[config.mk]
export PLATFORM = sky130hd
export DESIGN_NAME = dmem_port_arbiter
export DESIGN_NICKNAME = d
export VERILOG_FILES = /design/src/rtl/mips_mem_pkg.sv /design/src/rtl/dmem_port_arbiter_starve_ctr.sv /design/src/rtl/dmem_port_arbiter.sv
export SDC_FILE = /design/constraint.sdc
export NUM_CORES = 1
export LEC_CHECK = 0
export ABC_AREA = 0
export CAP_MARGIN = 20
export CORE_AREA = 2 2 97 99
export CTS_CLUSTER_DIAMETER = 200
export DETAILED_ROUTE_END_ITERATION = 10
export DIE_AREA = 0 0 99 101
export GPL_TIMING_DRIVEN = 0
export HOLD_SLACK_MARGIN = 0.02
export MAX_ROUTING_LAYER = met4
export PLACE_DENSITY = 0.64
export SYNTH_ARGS = -nofsm -noshare
export SYNTH_HDL_FRONTEND = slang
export SYNTH_SLANG_ARGS = --single-unit
[constraint.sdc]
create_clock -name clk -period 2.2 [get_ports clk]
set_input_delay 0.44 -clock clk [delete_from_list [all_inputs] [get_ports clk]]
set_output_delay 0.44 -clock clk [all_outputs]
set_load 0.01 [all_outputs]
[src/rtl/mips_mem_pkg.sv]
// Shared types and sizes for the data-memory port arbiter.
package mips_mem_pkg;
    localparam int DMEM_ADDR_W = 8;
    localparam int DATA_W = 32;
    localparam int STARVE_LIMIT = 4;

    typedef enum logic [1:0] {
        RUN,
        HALT_REQ,
        HALT
    } arb_state_t;
endpackage

[src/rtl/dmem_port_arbiter_starve_ctr.sv]
// Saturating count of denied debug-request cycles; raises starved at the limit.
module arb_starve_ctr #(
    parameter int LIMIT = 4
) (
    input  logic clk,
    input  logic reset,
    input  logic inc,
    input  logic clr,
    output logic starved
);
    localparam int CW = $clog2(LIMIT + 1);

    logic [CW-1:0] cnt_q, cnt_d;

    always_comb begin
        cnt_d = cnt_q;
        if (clr) begin
            cnt_d = '0;
        end else if (inc && (cnt_q < CW'(LIMIT))) begin
            cnt_d = cnt_q + 1'b1;
        end
    end

    always_ff @(posedge clk) begin
        if (reset) begin
            cnt_q <= '0;
        end else begin
            cnt_q <= cnt_d;
        end
    end

    assign starved = (cnt_q >= CW'(LIMIT));
endmodule

[src/rtl/dmem_port_arbiter.sv]
// Single-port data memory arbiter between the MEM stage and a debug/loader port,
// with a CPU halt handshake so the debug side can own memory undisturbed.
module dmem_port_arbiter #(
    parameter int ADDR_W = mips_mem_pkg::DMEM_ADDR_W,
    parameter int DATA_W = mips_mem_pkg::DATA_W,
    parameter int STARVE_LIMIT = mips_mem_pkg::STARVE_LIMIT
) (
    input  logic              clk,
    input  logic              reset,
    input  logic              cpu_req,
    input  logic              cpu_we,
    input  logic [31:0]       cpu_addr,
    input  logic [DATA_W-1:0] cpu_wdata,
    output logic [DATA_W-1:0] cpu_rdata,
    output logic              cpu_rvalid,
    output logic              cpu_stall,
    input  logic              dbg_req,
    input  logic              dbg_we,
    input  logic [ADDR_W-1:0] dbg_addr,
    input  logic [DATA_W-1:0] dbg_wdata,
    output logic [DATA_W-1:0] dbg_rdata,
    output logic              dbg_ack,
    input  logic              dbg_hold,
    output logic              halted,
    output logic              mem_en,
    output logic              mem_we,
    output logic [ADDR_W-1:0] mem_addr,
    output logic [DATA_W-1:0] mem_wdata,
    input  logic [DATA_W-1:0] mem_rdata
);
    import mips_mem_pkg::*;

    arb_state_t state_q, state_d;
    logic cpu_rv_q, cpu_rv_d;
    logic dbg_ack_q, dbg_ack_d;
    logic dbg_rd_q, dbg_rd_d;

    logic gnt_cpu, gnt_dbg, ld_gnt;
    logic dbg_ok, starved, starve_inc;
    logic unused_addr;

    // Byte offset and high address bits carry no meaning for word memory.
    assign unused_addr = ^{cpu_addr[31:ADDR_W+2], cpu_addr[1:0]};

    // The ack cycle must not re-grant the still-held request.
    assign dbg_ok = dbg_req && !dbg_ack_q;

    always_comb begin
        gnt_cpu = 1'b0;
        gnt_dbg = 1'b0;
        if (!reset) begin
            unique case (state_q)
                RUN, HALT_REQ: begin
                    if (starved && dbg_ok) begin
                        gnt_dbg = 1'b1;
                    end else if (cpu_req && !cpu_rv_q) begin
                        gnt_cpu = 1'b1;
                    end else if (dbg_ok) begin
                        gnt_dbg = 1'b1;
                    end
                end
                HALT: gnt_dbg = dbg_ok;
                default: ;
            endcase
        end
    end

    assign ld_gnt = gnt_cpu && !cpu_we;
    assign starve_inc = !reset && dbg_ok && !gnt_dbg;

    always_comb begin
        state_d = state_q;
        unique case (state_q)
            RUN: begin
                if (dbg_hold) state_d = HALT_REQ;
            end
            HALT_REQ: begin
                if (!dbg_hold) state_d = RUN;
                else if (!ld_gnt) state_d = HALT;
            end
            HALT: begin
                if (!dbg_hold) state_d = RUN;
            end
            default: state_d = RUN;
        endcase
    end

    always_comb begin
        mem_en    = 1'b0;
        mem_we    = 1'b0;
        mem_addr  = '0;
        mem_wdata = '0;
        if (gnt_dbg) begin
            mem_en    = 1'b1;
            mem_we    = dbg_we;
            mem_addr  = dbg_addr;
            mem_wdata = dbg_wdata;
        end else if (gnt_cpu) begin
            mem_en    = 1'b1;
            mem_we    = cpu_we;
            mem_addr  = cpu_addr[ADDR_W+1:2];
            mem_wdata = cpu_wdata;
        end
    end

    assign cpu_rv_d  = ld_gnt;
    assign dbg_ack_d = gnt_dbg;
    assign dbg_rd_d  = gnt_dbg && !dbg_we;

    always_ff @(posedge clk) begin
        if (reset) begin
            state_q   <= RUN;
            cpu_rv_q  <= 1'b0;
            dbg_ack_q <= 1'b0;
            dbg_rd_q  <= 1'b0;
        end else begin
            state_q   <= state_d;
            cpu_rv_q  <= cpu_rv_d;
            dbg_ack_q <= dbg_ack_d;
            dbg_rd_q  <= dbg_rd_d;
        end
    end

    arb_starve_ctr #(
        .LIMIT(STARVE_LIMIT)
    ) u_starve (
        .clk    (clk),
        .reset  (reset),
        .inc    (starve_inc),
        .clr    (gnt_dbg),
        .starved(starved)
    );

    // A reset landing mid-transaction swallows the pending return pulses.
    assign cpu_rvalid = cpu_rv_q && !reset;
    assign cpu_rdata  = cpu_rvalid ? mem_rdata : '0;
    assign dbg_ack    = dbg_ack_q && !reset;
    assign dbg_rdata  = (dbg_ack && dbg_rd_q) ? mem_rdata : '0;
    assign halted     = (state_q == HALT) && !reset;
    assign cpu_stall  = !reset && ((cpu_req && !gnt_cpu && !cpu_rv_q) || ld_gnt);
endmodule

# After elaboration in Yosys (flattened, before gate mapping)
# Index checks and enable logic that the tools add are counted.
# word_totals
word_cells	64
ff_bits	8
inputBits	143
out_inout_bits	110
# op_classes
mux	24
n_addsub	1
n_reduce_logical	27
magnitude_cmp	2
n_eq_ne	5
# ops
operator	n
2-to-1 mux 32 bit	4
2-to-1 mux 8 bit	2
logical AND 1 bit	15
2-to-1 mux 1 bit	12
2-to-1 mux 2 bit	4
zero test 1 bit	7
case mux 2 bit (3 select lines)	1
!= test 2 bit, second input constant	2
OR reduction 2 bit	2
adder 3 x 1 -> 3 bit, second input constant	1
greater-or-equal comparator 3 bit, second input constant	1
less-than comparator 3 bit, second input constant	1
!= test 3 bit, second input constant	1
AND reduction 3 bit	1
== test 2 x 1 -> 1 bit, second input constant	1
== test 2 bit, second input constant	1
zero test 2 bit	1
case mux 1 bit (2 select lines)	1
logical OR 1 bit	1

# Longest topological paths before layout
# logic_depth
word_depth	11
ltp_mapped	5
ltp_nobuf	3

# By module
# From an unflattened synthesis, not the netlist that was laid out.
# unflattened
hier_cells	167
hier_area_um2	1337.5
# modules_own_cells
mod	n_inst	cells_each	seq_area_each_um2	area_each_um2
dmem_port_arbiter	1	152	100.1	1188.6
arb_starve_ctr	1	15	60.1	148.9

# Worst setup path before layout
# Ideal clock, no wire load.
# synth_timing
path_type	input to output
from	input port cpu_req
to	output port mem_addr[2]
t_arrival_ns	1.439
cell_stages	4
n_path_buf	1
setup_slack_ns	0.321
required_time_ns	1.760
cell_sequence	nor4b_4 -> a2111oi_4 -> buf_6 -> a22o_1
# synth_between
elab_chain_len	7
elab_cells_between_ends	11
classes_between	mux: 10; reduce/logical: 1
# synth_lines
item	line_no	source
start, declared	dmem_port_arbiter.sv:10	input logic cpu_req,
logical AND 1 bit *	dmem_port_arbiter.sv:56	end else if (cpu_req && !cpu_rv_q) begin
2-to-1 mux 1 bit	dmem_port_arbiter.sv:56	
2-to-1 mux 1 bit	dmem_port_arbiter.sv:54	if (starved && dbg_ok) begin
2-to-1 mux 1 bit	dmem_port_arbiter.sv:52	unique case (state_q)
2-to-1 mux 1 bit	dmem_port_arbiter.sv:51	if (!reset) begin
2-to-1 mux 8 bit	dmem_port_arbiter.sv:98	end else if (gnt_cpu) begin
2-to-1 mux 8 bit *	dmem_port_arbiter.sv:93	if (gnt_dbg) begin
end, declared	dmem_port_arbiter.sv:27	output logic [ADDR_W-1:0] mem_addr,
# Every way passes the cells marked *; elsewhere a longest branch is shown, timed or not.

# Final worst setup path
# layout_timing
from	input port dbg_req
to	output port mem_wdata[14]
# layout_between
elab_chain_len	7
elab_cells_between_ends	12
classes_between	mux: 10; reduce/logical: 2
# layout_lines
item	line_no	source
start, declared	dmem_port_arbiter.sv:17	input logic dbg_req,
logical AND 1 bit *	dmem_port_arbiter.sv:46	assign dbg_ok = dbg_req && !dbg_ack_q;
2-to-1 mux 1 bit / logical AND 1 bit (equally long branches)	dmem_port_arbiter.sv:58, dmem_port_arbiter.sv:54	
2-to-1 mux 1 bit, on equally long branches	dmem_port_arbiter.sv:56, dmem_port_arbiter.sv:54	
2-to-1 mux 1 bit, on equally long branches	dmem_port_arbiter.sv:54, dmem_port_arbiter.sv:52	
case mux 1 bit (2 select lines) / 2-to-1 mux 1 bit (equally long branches)	dmem_port_arbiter.sv:52, dmem_port_arbiter.sv:51	
2-to-1 mux 1 bit / 2-to-1 mux 32 bit (equally long branches)	dmem_port_arbiter.sv:51, dmem_port_arbiter.sv:98	
2-to-1 mux 32 bit *	dmem_port_arbiter.sv:93	
end, declared	dmem_port_arbiter.sv:28	output logic [DATA_W-1:0] mem_wdata,
# Marked as above.

==> flow_summary.json <==
{
  "dieArea_um2": 10000,
  "hold_violations": 0,
  "critical_path_cell_count": 8,
  "power.density_nw_per_um2": 228,
  "antenna_found_initial": 0,
  "clock-sinks": 8,
  "post_drt_wl_per_cell_um": 15.6,
  "dp_hpwl_um": 6630,
  "criticalPathCategory": "in2out",
  "syn_area_per_cell_um2": 8.04,
  "core-area_um2": 8980,
  "detail-route-antenna-nets": 0,
  "nets": 572,
  "slowest_stage": "nor4_4",
  "cts_tree": "done",
  "yosys-top-cells-area": "a22o_1 24%, and2_1 16%, and3_1 15%",
  "worst_r2r_path_depth": 7,
  "synth_most_common_cell": "a22o_1",
  "leakagePower_nw": 2.17,
  "cp.arrival_ns": 1.80,
  "crit_path_cell_trace": "buf_4 > and3b_2 > nor4_4 > buf_6 > buf_12 > buf_8 > a22o_1 > clkdlybuf4s15_2",
  "synth_top_cell_by_area": "a22o_1",
  "cts_buffer_depth": 2,
  "finalPower_mw": 0.932,
  "hold_buffers": 0,
  "irDropWorstVdd_v": 0.000112,
  "drt_wl_total_um": 8350,
  "synth_warnings": 0,
  "period_needed_ns": 2.24,
  "pre_cts_ws_ns": -0.989,
  "synth_ff_type": "dfxtp_1",
  "die_h_um": 101,
  "grt_pass1_wl_um": 12200,
  "rsz0062_at_grt": "true",
  "routabilityCongestion": 0.914,
  "grt_usage": 0.158,
  "port_buffers": 228,
  "critPathTopFamily": "buffers and inverters",
  "max_freq_mhz": 447,
  "syn2layout_area_growth_pct": 215,
  "setup_viol": 7,
  "drc": 0,
  "first_global_vias": 2407,
  "netlist_instances": 161,
  "relSlewSlack": 0.716,
  "slew_viol_final": 0,
  "drtIter0Drc": 39,
  "outcome": "finished, violations left",
  "die_w_um": 99,
  "yosysSeqAreaShare": 0.124,
  "tightest_slew_ns": 0.423,
  "synth_edf_count": 0,
  "cp.required_ns": 1.76,
  "synth_fp_nets": 305,
  "end_kind": "output port",
  "core.rowCount": 35,
  "num_vias": 2376,
  "hold_path.class": "reg2reg",
  "synth_seq_cells": 8,
  "synth_area_um2": 1290,
  "cp_num_buf_inv": 5,
  "skew_ns": 0.00197,
  "cap_viol_max_count": 0,
  "ios": 253,
  "async_flop_share": 0,
  "via_per_inst": 4.42,
  "diodes": 0,
  "htree_num_levels": 1,
  "synth_common_cells": "35 x a22o_1, 33 x and2_1, 32 x and3_1, 9 x clkbuf_1, 8 x dfxtp_1",
  "firstDrtPassIters": 4,
  "cts-root-buf": "clkbuf_8",
  "gr-total-overflow": 0,
  "yosysUniqueCellTypes": 29,
  "slowest_delay_ns": 0.26,
  "fin_ws_ns": -0.0395,
  "finalCritPeriodShare": 1.02,
  "grt_max_degree": 11,
  "failed_checks": "setup timing",
  "clkTransAtPathRegs_ns": 0.04,
  "startpoint_type": "input port",
  "clkLatencyLatePin_ns": 0.23,
  "yosysTopAreaCellShare": 0.237,
  "hold_depth": 2,
  "path_max_fanout": 10,
  "numCtsBuffers": 3,
  "initial_core_util": 0.144,
  "drive_gt1_frac": 0.282
}
==> through the flow <==
| step | util | area (um2) | std cells | hold slack [ns] | TNS, ns |
|---|---|---|---|---|---|
| after detailed placement | 0.414 | 3720 | 500 | 0.551 | -91.26 |
| after global routing | 0.455 | 4080 | 537 | 0.599 | -1.79 |
| after global placement | 0.414 | 3720 | 500 | 0.530 | -85.29 |
| after floorplan | - | 1290 | 161 | 0.502 | 0 |
| final | 0.455 | 4080 | 537 | 0.548 | -0.171 |
| after CTS | 0.456 | 4100 | 533 | 0.558 | -0.0919 |
==> routing by layer <==
layer | global-route usage | up-vias | part of all wire
li1 | - | 1143 | -
met3 | 0.0326 | 6 | 0.10
met1 | 0.155 | 1073 | 0.35
met5 | - | - | 0
met2 | 0.312 | 154 | 0.54
met4 | 0.0421 | 0 | 0.011
==> worst paths after layout <==
path | endpoint | slack [ns] | from
hold reg to reg | u_starve.cnt_q[1] | 0.55 | u_starve.cnt_q[1]
setup reg to reg | cpu_rv_q | 0.70 | u_starve.cnt_q[2]
hold / removal | u_starve.cnt_q[1] | 0.55 | u_starve.cnt_q[1]
setup / recovery | mem_wdata[14] | -0.04 | dbg_req
==> where the power goes <==
group | switching [mW] | total, mW | internal, mW
logic | 0.204 | 0.597 | 0.393
clock network | 0.0555 | 0.174 | 0.118
registers | 0.00736 | 0.161 | 0.153
==> registers in the layout, indices dropped and copies added, names as in the netlist <==
signal	count
state_q	2
u_starve.cnt_q	3
dbg_rd_q	1
dbg_ack_q	1
cpu_rv_q	1
==> what timing repair did <==
item                       4_1_cts  5_1_grt
setup endpoints to repair      110       51
pin swaps                        6        8
resized for setup              267       52
cloned                           8        1
buffers inserted                24        5
==> cell families after synthesis <==
family          Yosys count  synth area share
compound gates           48             0.338
buf+inv                  21            0.0947
mux                       1           0.00773
simple gates             81             0.419
xor+xnor                  1           0.00676
fa+ha+maj                 1           0.00966
flops                     8             0.124
==> placed cells by master, fill, tap and decap left out, types with 2 or more instances in the layout <==
master	n
and3b_2	2
dlygate4sd2_1	53
dlymetal6s2s_1	2
clkbuf_1	3
buf_12	3
a22o_2	3
buf_6	20
a22o_1	35
buf_4	21
buf_8	5
dfxtp_1	5
nor3_1	3
a22o_4	3
and2_1	33
buf_2	26
nor3b_1	2
clkdlybuf4s15_2	4
clkbuf_2	6
and3_1	32
a211oi_1	2
clkdlybuf4s50_1	124
dfxtp_2	3
inv_1	2
clkbuf_8	13
==> final cells by class <==
type | count | area, um2
plain buffers | 16 | 184
clock buffers | 3 | 41.3
fillers | 921 | 4900
inverters | 2 | 7.51
multi-input cells | 133 | 1070
flip-flops and latches | 8 | 164
well taps | 111 | 139
repair buffers | 264 | 2480
==> worst reg2reg max path: stages, from the launching register on <==
cell and delay (ns):
dfxtp_2 0.34, and3b_2 0.23, nor4_4 0.26, buf_6 0.14
buf_12 0.13, buf_8 0.12, buf_4 0.11, and2_1 0.11
Note: power is estimated with default switching activity, not from simulation.
